## src/rtl/antirebote_pkg.sv

```systemverilog
// Shared constants and helpers for the multichannel debouncer.
package antirebote_pkg;

    localparam int DEF_STABLE_TICKS = 4;
    localparam int DEF_PRESCALE     = 1;

    // Counter width for values 0..n-1, never narrower than one bit.
    function automatic int clog2_min1(input int n);
        return ($clog2(n) < 1) ? 1 : $clog2(n);
    endfunction

endpackage

```

## src/rtl/antirebote_canal.sv

```systemverilog
// One debounce channel: 2-FF synchroniser, stability counter, clean level
// and registered one-cycle rise/fall pulses.
module antirebote_canal
    import antirebote_pkg::*;
#(
    parameter int STABLE_TICKS = DEF_STABLE_TICKS
) (
    input  logic clk,
    input  logic reset,
    input  logic tick,
    input  logic en,
    input  logic x,
    output logic q,
    output logic rise,
    output logic fall
);

    localparam int               CNT_W    = clog2_min1(STABLE_TICKS);
    localparam logic [CNT_W-1:0] CNT_LAST = CNT_W'(STABLE_TICKS - 1);

    logic             s1_q, s2_q;
    logic             q_q, q_d;
    logic             rise_q, rise_d;
    logic             fall_q, fall_d;
    logic [CNT_W-1:0] cnt_q, cnt_d;

    // Synchroniser keeps sampling regardless of the enable.
    always_ff @(posedge clk or negedge reset) begin
        if (!reset) begin
            s1_q <= 1'b0;
            s2_q <= 1'b0;
        end else begin
            s1_q <= x;
            s2_q <= s1_q;
        end
    end

    // Stability rules: agreement clears progress; the last qualifying tick
    // commits the new level and fires the matching edge pulse.
    always_comb begin
        cnt_d  = cnt_q;
        q_d    = q_q;
        rise_d = 1'b0;
        fall_d = 1'b0;
        if (s2_q == q_q) begin
            cnt_d = '0;
        end else if (tick && en) begin
            if (cnt_q == CNT_LAST) begin
                q_d    = s2_q;
                cnt_d  = '0;
                rise_d = s2_q;
                fall_d = ~s2_q;
            end else begin
                cnt_d = cnt_q + CNT_W'(1);
            end
        end
    end

    // Level, counter and pulse registers.
    always_ff @(posedge clk or negedge reset) begin
        if (!reset) begin
            cnt_q  <= '0;
            q_q    <= 1'b0;
            rise_q <= 1'b0;
            fall_q <= 1'b0;
        end else begin
            cnt_q  <= cnt_d;
            q_q    <= q_d;
            rise_q <= rise_d;
            fall_q <= fall_d;
        end
    end

    assign q    = q_q;
    assign rise = rise_q;
    assign fall = fall_q;

endmodule

```

## src/rtl/antirebote_multicanal.sv

```systemverilog
// N-channel debouncer: shared sample-rate prescaler feeding independent
// per-channel debounce slices.
module antirebote_multicanal
    import antirebote_pkg::*;
#(
    parameter int              N_CH         = 4,
    parameter int              STABLE_TICKS = DEF_STABLE_TICKS,
    parameter int              PRESCALE     = DEF_PRESCALE,
    parameter logic [N_CH-1:0] INVERT       = '0
) (
    input  logic            clk,
    input  logic            reset,
    input  logic            en,
    input  logic [N_CH-1:0] btn,
    output logic [N_CH-1:0] q,
    output logic [N_CH-1:0] rise,
    output logic [N_CH-1:0] fall
);

    localparam int               PRE_W    = clog2_min1(PRESCALE);
    localparam logic [PRE_W-1:0] PRE_LAST = PRE_W'(PRESCALE - 1);

    logic [PRE_W-1:0] pre_q, pre_d;
    logic             tick;
    logic [N_CH-1:0]  x;

    // Prescaler advances only while enabled, wrapping at PRESCALE-1.
    always_comb begin
        pre_d = pre_q;
        if (en) begin
            pre_d = (pre_q == PRE_LAST) ? '0 : pre_q + PRE_W'(1);
        end
    end

    // Prescaler register.
    always_ff @(posedge clk or negedge reset) begin
        if (!reset) begin
            pre_q <= '0;
        end else begin
            pre_q <= pre_d;
        end
    end

    // Gated by en so a frozen count at PRESCALE-1 cannot produce ticks.
    assign tick = en && (pre_q == PRE_LAST);
    assign x    = btn ^ INVERT;

    for (genvar i = 0; i < N_CH; i++) begin : g_canal
        antirebote_canal #(
            .STABLE_TICKS(STABLE_TICKS)
        ) u_canal (
            .clk  (clk),
            .reset(reset),
            .tick (tick),
            .en   (en),
            .x    (x[i]),
            .q    (q[i]),
            .rise (rise[i]),
            .fall (fall[i])
        );
    end

endmodule
```

## config.mk

```make
export PLATFORM = sky130hd
export DESIGN_NAME = antirebote_multicanal
export DESIGN_NICKNAME = d
export VERILOG_FILES = /design/src/rtl/antirebote_pkg.sv /design/src/rtl/antirebote_canal.sv /design/src/rtl/antirebote_multicanal.sv
export SDC_FILE = /design/constraint.sdc
export NUM_CORES = 1
export LEC_CHECK = 0
export CORE_ASPECT_RATIO = 0.8
export CORE_UTILIZATION = 50
export CTS_CLUSTER_DIAMETER = 80
export CTS_CLUSTER_SIZE = 8
export DETAILED_ROUTE_END_ITERATION = 16
export GPL_TIMING_DRIVEN = 1
export PLACE_DENSITY = 0.75
export SKIP_CTS_REPAIR_TIMING = 1
export SYNTH_ARGS = -nofsm -noshare
export SYNTH_HDL_FRONTEND = slang
export SYNTH_SLANG_ARGS = --single-unit
```

## constraint.sdc

```tcl
create_clock -name clk -period 2.62 [get_ports clk]
set_input_delay 0.524 -clock clk [delete_from_list [all_inputs] [get_ports clk]]
set_output_delay 0.524 -clock clk [all_outputs]
set_load 0.01 [all_outputs]
```

# After elaboration in Yosys (flattened, before gate mapping)
# Index checks and enable logic that the tools add are counted.
dict set report op_classes {
  n_addsub 5
  reduce_logical 10
  eq_ne 8
  n_mux 37
  n_bitwise 9
}
# cell count
set op_table {}
lappend op_table {{1-bit 2-to-1 mux} 25}
lappend op_table {{2-bit 2-to-1 mux} 12}
lappend op_table {{3-bit AND reduction} 4}
lappend op_table {{1-bit inverter} 9}
lappend op_table {{2-bit by 1-bit adder with 2-bit output (second input constant)} 4}
lappend op_table {{2-bit == test (second input constant)} 4}
lappend op_table {{2-bit nonzero test} 4}
lappend op_table {{1-bit == test} 4}
lappend op_table {{1-bit logical AND} 2}
lappend op_table {{1-bit adder (second input constant)} 1}
dict set report totals {
  register_bits 29
  in_bits 7
  elab_cells 94
  out_inout_bits 12
}

# Depth between registers and ports, before layout
dict set report logic_depth {
  depth_word 5
  depth_mapped 3
  mapped_depth_nobuf 3
}

# Hierarchy
# Synthesis repeated with hierarchy kept, for this count alone.
dict set report unflattened {
  hier_cells 76
  hier_area_um2 1131.1
}
# mod cells_each instances area_each_um2 seq_area_each_um2
set modules_own_cells {}
lappend modules_own_cells {antirebote_canal 19 4 282.8 175.2}

# Worst setup path before layout
# Ideal clock, no wire load.
dict set report synth_path {
  path_kind {register to register}
  start {register g_canal[2].u_canal.cnt_q[0]}
  end {register g_canal[2].u_canal.cnt_q[0]}
  stages_incl_launch_ff 4
  slack_ps 1468
  period_less_slack_ps 1152
  setup_time_ps 77
  t_arrival_ps 1075
  t_required_ps 2543
  n_path_buf 0
  path_cell_list {dfrtp_1 -> ha_1 -> or3b_1 -> a21oi_1}
}
dict set report synth_between {
  elab_chain_len 4
  elab_cells_between_ends 5
  classes_between {add/sub (1); eq/ne (1); mux (3)}
}
# item line
set synth_rtl {}
lappend synth_rtl {{start, declared} antirebote_canal.sv:25} ;# logic [CNT_W-1:0] cnt_q, cnt_d;
lappend synth_rtl {{start signal, assigned} antirebote_canal.sv:67} ;# cnt_q <= cnt_d;
lappend synth_rtl {{2-bit by 1-bit adder with 2-bit output or 2-bit == test (tied branches)} {antirebote_canal.sv:54, antirebote_canal.sv:48}}
lappend synth_rtl {{2-bit 2-to-1 mux (*)} antirebote_canal.sv:48} ;# if (cnt_q == CNT_LAST) begin
lappend synth_rtl {{2-bit 2-to-1 mux (*)} antirebote_canal.sv:47} ;# end else if (tick && en) begin
lappend synth_rtl {{2-bit 2-to-1 mux (*)} antirebote_canal.sv:45} ;# if (s2_q == q_q) begin
# Every way passes the cells marked *; elsewhere a longest branch is shown, timed or not. The select of a mux whose other input is x is not followed.
# A chain may end at the register's enable or synchronous reset.

# Worst setup path after layout
dict set report layout_path {
  start {register g_canal[1].u_canal.q_q}
  end {output port q[1]}
}
# item line
set layout_lines {}
lappend layout_lines {{start, declared} antirebote_canal.sv:22} ;# logic q_q, q_d;
lappend layout_lines {{start signal, assigned} antirebote_canal.sv:68} ;# q_q <= q_d;
lappend layout_lines {{end, declared} antirebote_multicanal.sv:15} ;# output logic [N_CH-1:0] q,
# No word-level cell between the ends.

==> metrics.yaml <==
outcome:
  status: "completed"
floorplan:
  die_y_um: 45.2
  start_util_pct: 53.5
  die_width_um: 56.0
  core_um2: 2180
  rows: 15
  io_pins: 19
  die-area_um2: 2530
critical_path:
  crit_path_max_fanout: 5
  cp_cell_sequence: "clkdlybuf4s50_1"
  slowest_stage: "clkdlybuf4s50_1"
  crit_path_end_kind: "output pin"
  crit_required_ns: 2.10
  worst-setup-path-type: "reg -> out"
  path_buf_inv: 1
  cp.arrival_ns: 1.33
  start_kind: "flip-flop"
  worst_path_largest_cell_delay_ns: 0.56
  path_delay_family: "buffers and inverters"
sta:
  slew_violations: 0
  max_freq_mhz: 541
  rsz0062_at_grt: "no"
  setup-violations-final: 0
  fin_crit_ns: 1.85
  layout_setup_ws_ns: 0.771
  finClkSkew_ns: 0.00830
  relSlewSlack_pct: 58.7
  setup_tns_ns: 0
  worstMarginPinSlew_ns: 0.617
  period_share_pct: 70.6
  hold_viol: 0
power_and_ir_drop:
  power.density_nw_per_um2: 830
  p_int_uw: 766
  max-vdd-ir-drop_v: 0.000638
  power.leakage_nw: 0.610
  switching_share_pct: 29.3
  power_frac_seq_pct: 55.6
  pwr-share-clk_pct: 15.7
  combPwrFrac_pct: 28.6
  switchingPower_uw: 317
global_route:
  grt_pass1_vias: 587
  grt_usage_pct: 13.0
  grt_pass1_wl_um: 2430
  antenna_found_initial: 0
  gr-total-overflow: 0
  grt_max_degree: 29
routing:
  ant_nets: 0
  routedWlPerCell_um: 11.7
  dr_wl_met3_um: 95
  num_vias: 595
  wl_met2_um: 612
  wl_um: 1390
  top_layer_used: "met4"
  first_pass_iters: 4
  vias_per_cell: 5.00
  drt-initial-drc-count: 15
  route.detailed.drc: 0
  wl_met1_um: 671
place:
  io_buffers: 18
  globalplace.congestion: 0.662
  dp_hpwl_um: 980
  place_ws_ns: 0.550
synthesis:
  yosysWarnings: 0
  synth.avg_cell_area_um2: 13.7
  synth_top_area_share_pct: 60.2
  ys_seq_area_share_pct: 60.2
  ys_top_cells_by_area: "dfrtp_1 (60%), buf_4 (7.7%), nor3b_1 (5.2%), ha_1 (4.3%), mux2i_1 (3.4%)"
  syn-cell-area_um2: 1160
  syn_inst: 85
  synth_seq_cells: 28
  syn-num-nets: 96
  yosysUniqueCellTypes: 15
  synth_top_area_cell: "dfrtp_1"
clock_network:
  path_clk_slew_ns: 0.14
  clock_path_buffers: 2
  cts-root-buf: "clkbuf_4"
  tritoncts: "done"
  cts_buffers: 3
  insertion_delay_ns: 0.32
  cts_sinks: 28
  cts_max_level: 1
finish:
  drive_gt1_share_pct: 10.6
  area_growth_pct: 12.0
  finish.utilization_pct: 59.9
  antenna-diode-count: 0
  final_cell_mix: "dfrtp_1 (28), clkdlybuf4s50_1 (18), nor3b_1 (8)"
  fillers: 166
  layout_commonest_cell: "dfrtp_1"
  fin_nets: 107
run:
  cap_violations: 0
worst_hold_path:
  hold_class: "reg -> reg"
## cells by family after synthesis
| kind of cell | synth area share (%) |
|---|---|
| compound gates | 1.72 |
| fa+ha+maj | 4.30 |
| flops | 60.2 |
| buf+inv | 8.70 |
| xor+xnor | 3.01 |
| mux | 7.95 |
| simple gates | 14.2 |
## area by class of cell
| type | instances | area, µm² | area share, % |
|---|---|---|---|
| Clock buffer | 3 | 22.5 | 1.73 |
| Multi-Input combinational cell | 44 | 363 | 27.8 |
| Sequential cell | 28 | 701 | 53.7 |
| Tap cell | 25 | 31.3 | 2.40 |
| Timing Repair Buffer | 19 | 188 | 14.4 |
## metrics by stage
| step | total power, mW | hold slack, ns | instances | instance area [µm²] |
|---|---|---|---|---|
| finish | 1.08 | 0.355 | 119 | 1310 |
| global route | 1.16 | 0.382 | 119 | 1310 |
| CTS | 1.10 | 0.361 | 119 | 1310 |
| detailed placement | 0.927 | 0.336 | 116 | 1280 |
| global placement | 0.905 | 0.334 | 116 | 1280 |
| floorplan | 0.844 | 0.228 | 85 | 1160 |
## worst paths after layout
path / slack (ns) / to / cells after the start / from
min in group asynchronous: 0.54 / g_canal[0].u_canal.rise / 2 / reset
worst min-delay path: 0.35 / g_canal[0].u_canal.s2_q / 0 / g_canal[0].u_canal.s1_q
worst max-delay path: 0.77 / q[1] / 1 / g_canal[1].u_canal.q
worst min register to register: 0.35 / g_canal[0].u_canal.s2_q / 0 / g_canal[0].u_canal.s1_q
worst max register to register: 1.39 / g_canal[2].u_canal.cnt_q[0] / 3 / g_canal[2].u_canal.cnt_q[0]
max in group asynchronous: 1.82 / g_canal[2].u_canal.s1_q / 2 / reset
## power groups by stage
stage                     sequential [mW]  combinational (mW)  clock (mW)
after CTS                           0.605               0.316       0.178
after floorplan                     0.594               0.250           0
final                               0.603               0.310       0.170
after global placement              0.605               0.300           0
after detailed placement            0.614               0.313           0
after global routing                0.617               0.348       0.193
## state kept, by name (all words and copies together) (netlist names)
| signal | cells |
|---|---|
| g_canal.u_canal.cnt_q | 8 |
| g_canal.u_canal.fall | 4 |
| g_canal.u_canal.q | 4 |
| g_canal.u_canal.rise | 4 |
| g_canal.u_canal.s1_q | 4 |
| g_canal.u_canal.s2_q | 4 |
## routing by layer
layer	GRT usage [%]	up-vias
met2	20.7	18
met3	6.30	3
met1	16.0	281
met5	0	-
met4	4.39	0
li1	-	293
## cells in the mapped netlist, drive strengths merged
cell and count:
nand2b 4, mux2 4, dfrtp 28, nor3b 8, buf 13, nand2 4
a21oi 4, xnor2 4, ha 4, mux2i 4, or3b 4, nor2 4
No activity file was read; power rests on OpenSTA's default activity.
